[src/rtl/gyro_spi_responder_pkg.sv]
`default_nettype none
// ============================================================================
//  Module      : gyro_pkg
//  Description : Types and constants shared by the gyro SPI responder and the
//                gyro master FSM: FSM state encoding, register addresses,
//                command-byte bit positions and the responder's register
//                bundle.
//  Revision    : 1.0  initial release
// ============================================================================
package gyro_pkg;

    typedef enum logic [1:0] {
        ST_IDLE = 2'd0,
        ST_CMD  = 2'd1,
        ST_RD   = 2'd2,
        ST_WR   = 2'd3
    } gyro_state_t;

    localparam logic [5:0] ADDR_WHO_AM_I = 6'h0F;
    localparam logic [5:0] ADDR_CTRL1    = 6'h20;
    localparam logic [5:0] ADDR_TEMP     = 6'h26;
    localparam logic [5:0] ADDR_OUT_X_L  = 6'h28;

    localparam int CMD_RD_BIT = 7;
    localparam int CMD_MS_BIT = 6;

    // Responder datapath registers. 'shift' holds only the seven bits already
    // received; the eighth comes straight from the synchronized mosi.
    typedef struct packed {
        logic [2:0] bit_cnt;
        logic [6:0] shift;
        logic [5:0] addr;
        logic       ms;
        logic [7:0] tx;
        logic       miso;
        logic       miso_en;
        logic       busy;
        logic       reg_wr;
        logic [5:0] reg_addr;
        logic [7:0] reg_wdata;
        logic [7:0] ctrl_reg1;
    } gyro_resp_regs_t;

    // Address of the next byte in a transaction; 6-bit arithmetic wraps
    // 0x3F -> 0x00 when auto-increment is requested.
    function automatic logic [5:0] next_addr(input logic [5:0] addr, input logic ms);
        return ms ? addr + 6'd1 : addr;
    endfunction

endpackage
`default_nettype wire

[src/rtl/gyro_spi_responder_if.sv]
`default_nettype none
// ============================================================================
//  Module      : gyro_spi_responder_if
//  Description : SPI pin bundle between a gyro master and the responder.
//                master modport drives sclk/ss_n/mosi, slave drives
//                miso/miso_en.
//  Revision    : 1.0  initial release
// ============================================================================
interface gyro_spi_responder_if;
    logic sclk;
    logic ss_n;
    logic mosi;
    logic miso;
    logic miso_en;

    modport master (output sclk, output ss_n, output mosi, input miso, input miso_en);
    modport slave  (input sclk, input ss_n, input mosi, output miso, output miso_en);
endinterface
`default_nettype wire

[src/rtl/gyro_spi_responder_spi_pin_sync.sv]
`default_nettype none
// ============================================================================
//  Module      : spi_pin_sync
//  Description : Synchronizes sclk, ss_n and mosi into clk and produces
//                registered one-cycle edge pulses. Pin-to-pulse latency is
//                SYNC_STAGES+1 cycles; o_mosi_s is delayed by the same amount
//                so it lines up with o_sclk_rise.
//  Ports       : clk, rst            - system clock, sync active-high reset
//                i_sclk/i_ss_n/i_mosi - asynchronous SPI pins
//                o_sclk_rise/fall    - sclk edge pulses
//                o_ss_fall/rise      - chip-select edge pulses
//                o_mosi_s            - aligned synchronized mosi
//  Parameters  : SYNC_STAGES (>= 2)
//  Revision    : 1.0  initial release
// ============================================================================
module spi_pin_sync #(
    parameter int SYNC_STAGES = 2
) (
    input  wire logic clk,
    input  wire logic rst,
    input  wire logic i_sclk,
    input  wire logic i_ss_n,
    input  wire logic i_mosi,
    output logic      o_sclk_rise,
    output logic      o_sclk_fall,
    output logic      o_ss_fall,
    output logic      o_ss_rise,
    output logic      o_mosi_s
);

    logic [SYNC_STAGES-1:0] r_sclk_sync;
    logic [SYNC_STAGES-1:0] r_ss_sync;
    logic [SYNC_STAGES-1:0] r_mosi_sync;
    logic                   r_sclk_prev;
    logic                   r_ss_prev;
    logic                   r_mosi_dly;
    logic [SYNC_STAGES:0]   r_armed;
    logic                   r_sclk_rise;
    logic                   r_sclk_fall;
    logic                   r_ss_fall;
    logic                   r_ss_rise;

    logic w_sclk_s;
    logic w_ss_s;
    logic w_armed;

    assign w_sclk_s = r_sclk_sync[SYNC_STAGES-1];
    assign w_ss_s   = r_ss_sync[SYNC_STAGES-1];
    // Edges are suppressed until the chain has refilled after reset, so a
    // chip select already held low through reset is not seen as a new start.
    assign w_armed  = r_armed[SYNC_STAGES];

    always_ff @(posedge clk) begin
        if (rst) begin
            r_sclk_sync <= '1;
            r_ss_sync   <= '1;
            r_mosi_sync <= '0;
            r_sclk_prev <= 1'b1;
            r_ss_prev   <= 1'b1;
            r_mosi_dly  <= 1'b0;
            r_armed     <= '0;
            r_sclk_rise <= 1'b0;
            r_sclk_fall <= 1'b0;
            r_ss_fall   <= 1'b0;
            r_ss_rise   <= 1'b0;
        end else begin
            r_sclk_sync <= {r_sclk_sync[SYNC_STAGES-2:0], i_sclk};
            r_ss_sync   <= {r_ss_sync[SYNC_STAGES-2:0], i_ss_n};
            r_mosi_sync <= {r_mosi_sync[SYNC_STAGES-2:0], i_mosi};
            r_sclk_prev <= w_sclk_s;
            r_ss_prev   <= w_ss_s;
            r_mosi_dly  <= r_mosi_sync[SYNC_STAGES-1];
            r_armed     <= {r_armed[SYNC_STAGES-1:0], 1'b1};
            r_sclk_rise <= w_armed &  w_sclk_s & ~r_sclk_prev;
            r_sclk_fall <= w_armed & ~w_sclk_s &  r_sclk_prev;
            r_ss_fall   <= w_armed & ~w_ss_s   &  r_ss_prev;
            r_ss_rise   <= w_armed &  w_ss_s   & ~r_ss_prev;
        end
    end

    assign o_sclk_rise = r_sclk_rise;
    assign o_sclk_fall = r_sclk_fall;
    assign o_ss_fall   = r_ss_fall;
    assign o_ss_rise   = r_ss_rise;
    assign o_mosi_s    = r_mosi_dly;

endmodule
`default_nettype wire

[src/rtl/gyro_spi_responder.sv]
`default_nettype none
// ============================================================================
//  Module      : gyro_spi_responder
//  Description : SPI mode-3 device-side model of the gyro PMOD register
//                interface. Decodes command/address/data bytes, serves
//                single and auto-increment reads of WHO_AM_I, CTRL_REG1,
//                temperature and X/Y/Z rate registers, and accepts writes
//                (only CTRL_REG1 is writable).
//  Ports       : clk, rst      - system clock, sync active-high reset
//                spi           - SPI pins (slave modport)
//                data_valid    - strobe loading x/y/z/temp_data samples
//                ctrl_reg1     - current CTRL_REG1
//                reg_wr/reg_addr/reg_wdata - write-byte pulse and its info
//                busy          - transaction in progress
//  Parameters  : WHO_AM_I_VAL, CTRL1_RST, SYNC_STAGES (>= 2)
//  Build macro : GYRO_RESP_SNAPSHOT_EN - when defined, samples are frozen
//                into a snapshot bank at the end of the command byte and all
//                reads in that transaction come from the snapshot.
//  Revision    : 1.0  initial release
// ============================================================================
module gyro_spi_responder
    import gyro_pkg::*;
#(
    parameter logic [7:0] WHO_AM_I_VAL = 8'hD3,
    parameter logic [7:0] CTRL1_RST    = 8'h07,
    parameter int         SYNC_STAGES  = 2
) (
    input  wire logic          clk,
    input  wire logic          rst,
    gyro_spi_responder_if.slave spi,
    input  wire logic          data_valid,
    input  wire logic [15:0]   x_data,
    input  wire logic [15:0]   y_data,
    input  wire logic [15:0]   z_data,
    input  wire logic [7:0]    temp_data,
    output logic [7:0]         ctrl_reg1,
    output logic               reg_wr,
    output logic [5:0]         reg_addr,
    output logic [7:0]         reg_wdata,
    output logic               busy
);

    logic w_sclk_rise;
    logic w_sclk_fall;
    logic w_ss_fall;
    logic w_ss_rise;
    logic w_mosi_s;

    spi_pin_sync #(
        .SYNC_STAGES (SYNC_STAGES)
    ) u_pin_sync (
        .clk         (clk),
        .rst         (rst),
        .i_sclk      (spi.sclk),
        .i_ss_n      (spi.ss_n),
        .i_mosi      (spi.mosi),
        .o_sclk_rise (w_sclk_rise),
        .o_sclk_fall (w_sclk_fall),
        .o_ss_fall   (w_ss_fall),
        .o_ss_rise   (w_ss_rise),
        .o_mosi_s    (w_mosi_s)
    );

    // Live sample registers
    logic [15:0] r_x;
    logic [15:0] r_y;
    logic [15:0] r_z;
    logic [7:0]  r_temp;

    always_ff @(posedge clk) begin
        if (rst) begin
            r_x    <= '0;
            r_y    <= '0;
            r_z    <= '0;
            r_temp <= '0;
        end else if (data_valid) begin
            r_x    <= x_data;
            r_y    <= y_data;
            r_z    <= z_data;
            r_temp <= temp_data;
        end
    end

    gyro_state_t     r_state;
    gyro_state_t     w_state_nxt;
    gyro_resp_regs_t r_dp;
    gyro_resp_regs_t w_dp_nxt;

    logic [7:0] w_byte;
    logic [5:0] w_addr_inc;

    assign w_byte     = {r_dp.shift, w_mosi_s};
    assign w_addr_inc = next_addr(r_dp.addr, r_dp.ms);

    // Sample source for bytes loaded during RD (after the command byte)
    logic [15:0] w_rd_x;
    logic [15:0] w_rd_y;
    logic [15:0] w_rd_z;
    logic [7:0]  w_rd_temp;

`ifdef GYRO_RESP_SNAPSHOT_EN
    logic [15:0] r_snap_x;
    logic [15:0] r_snap_y;
    logic [15:0] r_snap_z;
    logic [7:0]  r_snap_temp;
    logic        w_cmd_done;

    assign w_cmd_done = (r_state == ST_CMD) && w_sclk_rise && !w_ss_rise
                        && (r_dp.bit_cnt == 3'd7);

    always_ff @(posedge clk) begin
        if (rst) begin
            r_snap_x    <= '0;
            r_snap_y    <= '0;
            r_snap_z    <= '0;
            r_snap_temp <= '0;
        end else if (w_cmd_done) begin
            r_snap_x    <= r_x;
            r_snap_y    <= r_y;
            r_snap_z    <= r_z;
            r_snap_temp <= r_temp;
        end
    end

    assign w_rd_x    = r_snap_x;
    assign w_rd_y    = r_snap_y;
    assign w_rd_z    = r_snap_z;
    assign w_rd_temp = r_snap_temp;
`else
    assign w_rd_x    = r_x;
    assign w_rd_y    = r_y;
    assign w_rd_z    = r_z;
    assign w_rd_temp = r_temp;
`endif

    function automatic logic [7:0] f_reg_read(
        input logic [5:0]  a,
        input logic [15:0] x,
        input logic [15:0] y,
        input logic [15:0] z,
        input logic [7:0]  t,
        input logic [7:0]  ctrl
    );
        logic [7:0] v;
        case (a)
            ADDR_WHO_AM_I:       v = WHO_AM_I_VAL;
            ADDR_CTRL1:          v = ctrl;
            ADDR_TEMP:           v = t;
            ADDR_OUT_X_L:        v = x[7:0];
            ADDR_OUT_X_L + 6'd1: v = x[15:8];
            ADDR_OUT_X_L + 6'd2: v = y[7:0];
            ADDR_OUT_X_L + 6'd3: v = y[15:8];
            ADDR_OUT_X_L + 6'd4: v = z[7:0];
            ADDR_OUT_X_L + 6'd5: v = z[15:8];
            default:             v = 8'h00;
        endcase
        return v;
    endfunction

    always_ff @(posedge clk) begin
        if (rst) begin
            r_state             <= ST_IDLE;
            r_dp                <= '0;
            r_dp.ctrl_reg1      <= CTRL1_RST;
        end else begin
            r_state             <= w_state_nxt;
            r_dp                <= w_dp_nxt;
        end
    end

    always_comb begin
        w_state_nxt     = r_state;
        w_dp_nxt        = r_dp;
        w_dp_nxt.reg_wr = 1'b0;

        // Chip-select release beats everything, including a byte-completing
        // sclk edge in the same cycle: the partial byte is simply dropped.
        if (r_state != ST_IDLE && w_ss_rise) begin
            w_state_nxt      = ST_IDLE;
            w_dp_nxt.busy    = 1'b0;
            w_dp_nxt.miso_en = 1'b0;
            w_dp_nxt.miso    = 1'b0;
            w_dp_nxt.bit_cnt = 3'd0;
        end else begin
            case (r_state)
                ST_IDLE: begin
                    if (w_ss_fall) begin
                        w_state_nxt      = ST_CMD;
                        w_dp_nxt.bit_cnt = 3'd0;
                        w_dp_nxt.busy    = 1'b1;
                        w_dp_nxt.miso_en = 1'b1;
                        w_dp_nxt.miso    = 1'b0;
                    end
                end

                ST_CMD: begin
                    if (w_sclk_rise) begin
                        w_dp_nxt.shift   = w_byte[6:0];
                        w_dp_nxt.bit_cnt = r_dp.bit_cnt + 3'd1;
                        if (r_dp.bit_cnt == 3'd7) begin
                            w_dp_nxt.addr = w_byte[5:0];
                            w_dp_nxt.ms   = w_byte[CMD_MS_BIT];
                            if (w_byte[CMD_RD_BIT]) begin
                                w_state_nxt = ST_RD;
                                // Live samples here equal what the snapshot
                                // bank captures on this same edge.
                                w_dp_nxt.tx = f_reg_read(w_byte[5:0], r_x, r_y, r_z,
                                                         r_temp, r_dp.ctrl_reg1);
                            end else begin
                                w_state_nxt = ST_WR;
                            end
                        end
                    end
                end

                ST_RD: begin
                    if (w_sclk_fall) begin
                        w_dp_nxt.miso = r_dp.tx[7];
                        w_dp_nxt.tx   = {r_dp.tx[6:0], 1'b0};
                    end
                    if (w_sclk_rise) begin
                        w_dp_nxt.bit_cnt = r_dp.bit_cnt + 3'd1;
                        if (r_dp.bit_cnt == 3'd7) begin
                            w_dp_nxt.addr = w_addr_inc;
                            w_dp_nxt.tx   = f_reg_read(w_addr_inc, w_rd_x, w_rd_y, w_rd_z,
                                                       w_rd_temp, r_dp.ctrl_reg1);
                        end
                    end
                end

                ST_WR: begin
                    if (w_sclk_rise) begin
                        w_dp_nxt.shift   = w_byte[6:0];
                        w_dp_nxt.bit_cnt = r_dp.bit_cnt + 3'd1;
                        if (r_dp.bit_cnt == 3'd7) begin
                            w_dp_nxt.reg_wr    = 1'b1;
                            w_dp_nxt.reg_addr  = r_dp.addr;
                            w_dp_nxt.reg_wdata = w_byte;
                            if (r_dp.addr == ADDR_CTRL1) begin
                                w_dp_nxt.ctrl_reg1 = w_byte;
                            end
                            w_dp_nxt.addr = w_addr_inc;
                        end
                    end
                end

                default: begin
                    w_state_nxt = ST_IDLE;
                end
            endcase
        end
    end

    assign spi.miso    = r_dp.miso;
    assign spi.miso_en = r_dp.miso_en;
    assign ctrl_reg1   = r_dp.ctrl_reg1;
    assign reg_wr      = r_dp.reg_wr;
    assign reg_addr    = r_dp.reg_addr;
    assign reg_wdata   = r_dp.reg_wdata;
    assign busy        = r_dp.busy;

endmodule
`default_nettype wire

[src/flat_wrapper.sv]
// flat-port wrapper written by rule: the top's interface ports become plain ports
module gyro_spi_responder_flat import gyro_pkg::*;
#(
    parameter logic [7:0] WHO_AM_I_VAL = 8'hD3,
    parameter logic [7:0] CTRL1_RST    = 8'h07,
    parameter int         SYNC_STAGES  = 2
)
  (clk, rst, data_valid, x_data, y_data, z_data, temp_data, ctrl_reg1, reg_wr, reg_addr, reg_wdata, busy, spi_sclk, spi_ss_n, spi_mosi, spi_miso, spi_miso_en);
  gyro_spi_responder_if spi_i ();
  input  wire logic clk;
  input  wire logic rst;
  input  wire logic data_valid;
  input  wire logic [15:0] x_data;
  input  wire logic [15:0] y_data;
  input  wire logic [15:0] z_data;
  input  wire logic [7:0] temp_data;
  output logic [7:0] ctrl_reg1;
  output logic reg_wr;
  output logic [5:0] reg_addr;
  output logic [7:0] reg_wdata;
  output logic busy;
  input wire logic [$bits(spi_i.sclk)-1:0] spi_sclk;
  input wire logic [$bits(spi_i.ss_n)-1:0] spi_ss_n;
  input wire logic [$bits(spi_i.mosi)-1:0] spi_mosi;
  output wire logic [$bits(spi_i.miso)-1:0] spi_miso;
  output wire logic [$bits(spi_i.miso_en)-1:0] spi_miso_en;
  assign spi_i.sclk = spi_sclk;
  assign spi_i.ss_n = spi_ss_n;
  assign spi_i.mosi = spi_mosi;
  assign spi_miso = spi_i.miso;
  assign spi_miso_en = spi_i.miso_en;
  gyro_spi_responder #(.WHO_AM_I_VAL(WHO_AM_I_VAL), .CTRL1_RST(CTRL1_RST), .SYNC_STAGES(SYNC_STAGES)) u_core (.clk(clk), .rst(rst), .spi(spi_i), .data_valid(data_valid), .x_data(x_data), .y_data(y_data), .z_data(z_data), .temp_data(temp_data), .ctrl_reg1(ctrl_reg1), .reg_wr(reg_wr), .reg_addr(reg_addr), .reg_wdata(reg_wdata), .busy(busy));
endmodule
[config.mk]
export PLATFORM = sky130hd
export DESIGN_NAME = gyro_spi_responder_flat
export DESIGN_NICKNAME = d
export VERILOG_FILES = /design/src/rtl/gyro_spi_responder_pkg.sv /design/src/rtl/gyro_spi_responder_if.sv /design/src/rtl/gyro_spi_responder_spi_pin_sync.sv /design/src/rtl/gyro_spi_responder.sv /design/src/flat_wrapper.sv
export SDC_FILE = /design/constraint.sdc
export NUM_CORES = 1
export LEC_CHECK = 0
export CORE_AREA = 4 4 118 120
export CTS_CLUSTER_DIAMETER = 200
export DETAILED_ROUTE_END_ITERATION = 10
export DIE_AREA = 0 0 122 124
export PLACE_DENSITY = 0.86
export SYNTH_ARGS = -nofsm -noshare
export SYNTH_HDL_FRONTEND = slang
export SYNTH_SLANG_ARGS = --single-unit
[constraint.sdc]
create_clock -name clk -period 2.93 [get_ports clk]
set_input_delay 0.586 -clock clk [delete_from_list [all_inputs] [get_ports clk]]
set_output_delay 0.586 -clock clk [all_outputs]
set_load 0.1 [all_outputs]
==> qor.yml, run 1 <==
cts_max_path_buffers: 2
ys.flop_type: "dfxtp_1"
required_ns: 3.29
crit_path_max_incr_delay_ns: 0.45
rsz0062_at_grt: "false"
syn_area_sq_um: 6379
run_status: "complete, no violations"
grt.total_usage: 0.2335
period_minus_slack_ns: 2.643
io_pins: 88
die_h_microns: 124
syn-num-nets: 810
via_count: 5767
gp_congestion: 0.9240
setup_viol: 0
multi_input_area_sq_um: 3485
avgViaCountPerCell: 5.843
drc: 0
cp_max_fo: 9
clk_pin_slew_ns: 0.06
fin_crit_sh: 0.9022
critPathTopFamily: "compound AO/OA/AOI/OAI gates"
hold_viol_final: 0
synth_area_leader_cell: "dfxtp_1"
firstDrtPassIters: 5
setup.worst_path.class: "flop to flop"
synth_area_per_cell_sq_um: 8.573
setup-tns-final_ns: 0
rows: 42
clock.fmax_mhz: 378.3
crit_buf_inv: 1
synth_warnings: 0
wire_per_inst_microns: 17.43
worstSkewPairLatency_ns: 0.42
antenna_cells: 0
drt-initial-drc-count: 647
synth_seq_cells: 124
worst_setup_path_end_kind: "flop"
core_sq_um: 12980
cts_root_buffer: "clkbuf_16"
switchingPower_w: 0.0008815
ctsHoldBuffers: 0
worst_pin_slew_ns: 0.6374
async_flop_share: 0
grt_overflow: 0
antenna_found_initial: 0
switching_share: 0.2100
area_growth_pct: 22.77
postRouteAntennaNets: 0
postLayoutCellArea_sq_um: 7831
synth_top_area_frac: 0.3892
cts_tree: "yes"
hold_path.class: "flop to flop"
clkPwrFrac: 0.517
htreeDepth: 4
crit_path_top_delay_cell: "ha_1"
leakage_nw: 3.078
seq_area_sq_um: 2482
first_global_vias: 5546
synth_edf_count: 0
grt_max_degree: 55
cap_violations: 0
power_frac_seq: 0.428
crit_path_cell_trace: "inv_1 -> ha_1 -> nand2_1 -> mux2_1 -> o41ai_4 -> a221oi_1 -> a221o_1 -> a21oi_1"
ys_seq_area_frac: 0.3892
cellInternalPower_w: 0.003315
drt-total-wl_microns: 17200
postCtsResizedCells: 0
ys_types: 64
final_util: 0.6033
numPortBuffers: 87
die-area_sq_um: 15130
placedInstanceArea_sq_um: 7208
post_cts_buffers: 0
ir_drop_mv: 0.4081
skew_ns: 0.005317
grt_pass1_wl_microns: 27540
hpwl_microns: 12250
drive_gt1_frac: 0.1245
synthCells: 744
cp.arrival_ns: 3.00
finalPower_w: 0.004197
maxSlewViolCount: 0
maxSlewHeadroom: 0.5738
yosys-top-cells-area: "dfxtp_1 39%, mux2i_1 15%, a21oi_1 5.3%, nor2_1 5.2%, nand2_1 4.3%"
place_inst: 956
numCtsBuffers: 17
n_fill_cell: 1056
start_util: 0.4914
die_w_microns: 122
layout.nets: 865
start_kind: "flop"
stdcell_count: 987
p_per_area_nw_per_um2: 535.9
cts.sink_count: 124
power_frac_comb: 0.056
[sequential cells by signal, indices dropped and copies added, names as in the netlist, 3 cells and up]
signal and count:
u_core.u_pin_sync.r_armed 3, u_core.r_z 16, u_core.ctrl_reg1 8, u_core.reg_wdata 8
u_core.r_dp 25, u_core.r_y 16, u_core.r_x 16, u_core.reg_addr 6
u_core.r_temp 8
[power by group through the flow]
stage / logic, W / clock network, W / registers, W
after floorplan: 0.000129 / 0 / 0.00181
after global placement: 0.000227 / 0 / 0.00183
after detailed placement: 0.000231 / 0 / 0.00183
after CTS: 0.000235 / 0.00219 / 0.00179
after global routing: 0.000255 / 0.00226 / 0.00180
final: 0.000233 / 0.00217 / 0.00180
[cells in the final DEF, fill, tap and decap left out, types with 13 or more instances in the layout]
cell type and count:
a21oi_1 67, a221oi_1 15, a22oi_1 16, buf_4 51
clkbuf_16 17, clkdlybuf4s50_1 59, dfxtp_1 124, mux2i_1 94
nand2_1 73, nand3_1 19, nor2_1 89, nor2b_1 14
o21ai_0 13
[layout make-up]
type                       instances  share of cell area
tap                              176             0.02812
timing repair buffer             112              0.1275
clock inverter                     7             0.01406
sequential                       124              0.3170
clock buffer                      24             0.06407
multi-input combinational        535              0.4450
inverter                           9            0.004314
[metrics by stage]
| stage | setup slack [ns] | hold WS, ns |
|---|---|---|
| after floorplan | 0.1782 | 0.3892 |
| after global placement | 0.3275 | 0.3934 |
| after detailed placement | 0.2219 | 0.3958 |
| after CTS | 0.1895 | 0.4080 |
| after global routing | 0.09077 | 0.4247 |
| final | 0.2865 | 0.4060 |
[cells by family after synthesis]
kind of cell	Yosys count	synth area share
buffers and inverters	85	0.06630
and+or+nand+nor	249	0.1862
AOI/OAI and AO/OA	183	0.1958
xor gates and xnor gates	4	0.005493
adders and majority gates	4	0.007847
muxes	95	0.1493
DFF	124	0.3892
[cells in the mapped netlist, types with 9 or more instances]
| cell type | n |
|---|---|
| a22o_1 | 10 |
| nand2_1 | 73 |
| nand3_1 | 19 |
| nor2_1 | 89 |
| mux2i_1 | 94 |
| a221oi_1 | 15 |
| a22oi_1 | 16 |
| buf_2 | 11 |
| a21oi_1 | 67 |
| o21ai_0 | 13 |
| clkbuf_1 | 33 |
| buf_4 | 24 |
| a211oi_1 | 9 |
| nor2b_1 | 14 |
| dfxtp_1 | 124 |
[metal layers]
layer  GRT usage  wire (microns)  vias to the layer above
li1            -               -                     2768
met3     0.06540            1325                       48
met5           0               0                        -
met2      0.3788            8113                      247
met1      0.2880            7179                     2704
met4      0.1106             582                        0
[worst reg2reg max path, cell delays in order (launching register included)]
cell	delay, ns
dfxtp_1	0.44
inv_1	0.09
ha_1	0.45
nand2_1	0.16
mux2_1	0.38
o41ai_4	0.45
a221oi_1	0.12
a221o_1	0.35
a21oi_1	0.13
[path summary, 6_finish.rpt]
kind,start,slack (ns),endpoint,cells past startpoint
setup reg to reg,u_core.r_dp[35],0.29,u_core.r_dp[27],8
hold reg to reg,u_core.u_pin_sync.r_ss_sync[0],0.41,u_core.u_pin_sync.r_ss_sync[1],1
setup / recovery,u_core.r_dp[35],0.29,u_core.r_dp[27],8
hold / removal,u_core.u_pin_sync.r_ss_sync[0],0.41,u_core.u_pin_sync.r_ss_sync[1],1
(Power assumes the default switching activity.)
==> inputs of run 2 (changes only) <==
--- a/config.mk
+++ b/config.mk
@@ -10,6 +10,7 @@
 export DETAILED_ROUTE_END_ITERATION = 10
 export DIE_AREA = 0 0 122 124
 export PLACE_DENSITY = 0.86
+export SKIP_CTS_REPAIR_TIMING = 1
 export SYNTH_ARGS = -nofsm -noshare
 export SYNTH_HDL_FRONTEND = slang
 export SYNTH_SLANG_ARGS = --single-unit
==> results of run 2 <==
Same layout as run 1: the final DEF is identical, and so are final timing and power.
==> inputs of run 3 (changes only) <==
--- a/config.mk
+++ b/config.mk
@@ -9,7 +9,9 @@
 export CTS_CLUSTER_DIAMETER = 200
 export DETAILED_ROUTE_END_ITERATION = 10
 export DIE_AREA = 0 0 122 124
+export GPL_ROUTABILITY_DRIVEN = 0
 export PLACE_DENSITY = 0.86
+export SETUP_SLACK_MARGIN = 0.02
 export SKIP_CTS_REPAIR_TIMING = 1
 export SYNTH_ARGS = -nofsm -noshare
 export SYNTH_HDL_FRONTEND = slang
==> qor.yml, run 3 (synthesis results as in run 1) <==
worstSkewPairLatency_ns: 0.42  # about the same
grt.total_usage: 0.2336  # was 0.2335
run_status: "complete, no violations"  # unchanged
setup.worst_path.class: "flop to flop"  # unchanged
cts.sink_count: 124  # unchanged
p_per_area_nw_per_um2: 540.6  # was 535.9 nW/um^2
cts_max_path_buffers: 2  # unchanged
cp_max_fo: 32  # was 9
rsz0062_at_grt: "false"  # unchanged
r2r-start: "u_core.r_dp[35]"  # unchanged
reg2reg_depth: 8  # unchanged
cts_root_buffer: "clkbuf_16"  # unchanged
required_ns: 3.28  # was 3.29 ns
crit_path_cell_trace: "buf_4 -> nand3_1 -> or4_1 -> o211a_2 -> nor3b_4 -> a221oi_1 -> a221o_1 -> a21oi_1"  # was inv_1 -> ha_1 -> nand2_1 -> mux2_1 -> o41ai_4 -> a221oi_1 -> a221o_1 -> a21oi_1
final_cell_mix: "124 x dfxtp_1, 94 x mux2i_1, 89 x nor2_1"  # unchanged
crit_path_top_delay_cell: "dfxtp_1"  # was ha_1
avgViaCountPerCell: 6.093  # was 5.843
die_w_microns: 122  # unchanged
numPortBuffers: 87  # unchanged
area_growth_pct: 22.58  # was 22.77%
setup-tns-final_ns: 0  # unchanged
fin_crit_sh: 0.9538  # was 0.9022
final_util: 0.6024  # was 0.6033
grt_pass1_wl_microns: 27890  # was 27540 microns
hold_start: "u_core.u_pin_sync.r_sclk_sync[0]"  # was u_core.u_pin_sync.r_ss_sync[0]
worst_setup_path_end_kind: "flop"  # unchanged
htreeDepth: 4  # unchanged
crit_path_max_incr_delay_ns: 0.47  # was 0.45 ns
numCtsBuffers: 17  # unchanged
maxSlewViolCount: 0  # unchanged
finalPower_w: 0.004227  # was 0.004197 W
largest_register: "u_core.r_dp"  # unchanged
grt_max_degree: 57  # was 55
hold_path.class: "flop to flop"  # unchanged
drc: 0  # unchanged
seq_area_sq_um: 2482  # unchanged
whs_endpoint: "u_core.u_pin_sync.r_sclk_sync[1]"  # was u_core.u_pin_sync.r_ss_sync[1]
core_sq_um: 12980  # unchanged
period_minus_slack_ns: 2.794  # was 2.643 ns
ir_drop_mv: 0.4200  # was 0.4081 mV
start_util: 0.4914  # unchanged
layout_commonest_cell: "dfxtp_1"  # unchanged
skew_ns: 0.009029  # was 0.005317 ns
multi_input_area_sq_um: 3508  # was 3485 sq um
cp.arrival_ns: 3.15  # was 3.00 ns
layout.nets: 860  # was 865
maxSlewHeadroom: 0.3015  # was 0.5738
clock.fmax_mhz: 357.8  # was 378.3 MHz
hold_depth: 1  # unchanged
first_global_vias: 5587  # was 5546
worstReg2RegEnd: "u_core.r_dp[33]"  # was u_core.r_dp[27]
rows: 42  # unchanged
leakage_nw: 3.098  # was 3.078 nW
start_kind: "flop"  # unchanged
worst_pin_slew_ns: 1.046  # was 0.6374 ns
hpwl_microns: 12280  # was 12250 microns
cap_violations: 0  # unchanged
io_pins: 88  # unchanged
drt-initial-drc-count: 677  # was 647
largest_reg_flops: 25  # unchanged
drt-total-wl_microns: 17760  # was 17200 microns
die_h_microns: 124  # unchanged
postRouteAntennaNets: 0  # unchanged
wire_per_inst_microns: 18.07  # was 17.43 microns
hold_viol_final: 0  # unchanged
clk_pin_slew_ns: 0.06  # about the same
grt_overflow: 0  # unchanged
firstDrtPassIters: 6  # was 5
cts_tree: "yes"  # unchanged
setup_viol: 0  # unchanged
antenna_found_initial: 0  # unchanged
n_fill_cell: 1121  # was 1056
die-area_sq_um: 15130  # unchanged
via_count: 5989  # was 5767
crit_start: "u_core.r_dp[35]"  # unchanged
r2r_slack_ns: 0.14  # was 0.29 ns
antenna_cells: 0  # unchanged
drive_gt1_frac: 0.1264  # was 0.1245
-- run 3: cell count changes in the layout (fill, tap and decap cells not counted), sizes merged --
cell,previous run,this run
clkbuf,24,17
inv,8,13
buf,53,48
clkinvlp,0,2
clkinv,5,6
-- run 3: power breakdown --
part | switching, W | total, W | internal [W]
Combinational | 0.0000986 | 0.000234 | 0.000136
Clock | 0.000842 | 0.00220 | 0.00135
Sequential | 0.0000566 | 0.00180 | 0.00174
Total | 0.000997 | 0.00423 | 0.00323
-- run 3: per-stage QoR --
step | hold slack (ns) | worst slack [ns] | instance area (sq um) | std cells
2_1_floorplan | 0.3892 | 0.1782 | 6379 | 744
3_3_place_gp | 0.3935 | 0.2515 | 7171 | 951
3_5_place_dp | 0.3958 | 0.04327 | 7171 | 951
4_1_cts | 0.4143 | 0.02686 | 7784 | 983
5_1_grt | 0.4211 | 0.03657 | 7819 | 983
6_report | 0.4096 | 0.1355 | 7819 | 983
-- run 3: critical path: cells and delay by family, from the launching register on --
kind,cells,cell delay (ns)
and+or+nand+nor,3,0.94
AOI/OAI and AO/OA,4,0.89
DFF,1,0.47
buffers and inverters,1,0.41
-- run 3: final cells by class --
type / instances / area share
multi-input cells: 535 / 0.4487
flip-flops and latches: 124 / 0.3175
repair buffers: 107 / 0.1229
clock buffers: 17 / 0.05441
well taps: 176 / 0.02816
clock inverters: 15 / 0.02400
inverters: 9 / 0.004321
-- run 3: how the worst max path moves through the flow --
stage,to,slack (ns),cells after the start
final,u_core.r_dp[33],0.14,8
after detailed placement,u_core.r_dp[27],0.04,9
after global placement,u_core.r_dp[30],0.25,9
after floorplan,u_core.r_dp[27],0.18,11
after CTS,u_core.r_dp[32],0.03,9
after global routing,u_core.r_dp[32],0.04,8
-- run 3: routing by layer --
layer	vias to the layer above	share of wire	track usage
li1	2762	-	-
met1	2825	0.40	0.2919
met2	331	0.46	0.3781
met3	71	0.099	0.05631
met4	0	0.039	0.1162
met5	-	0	0
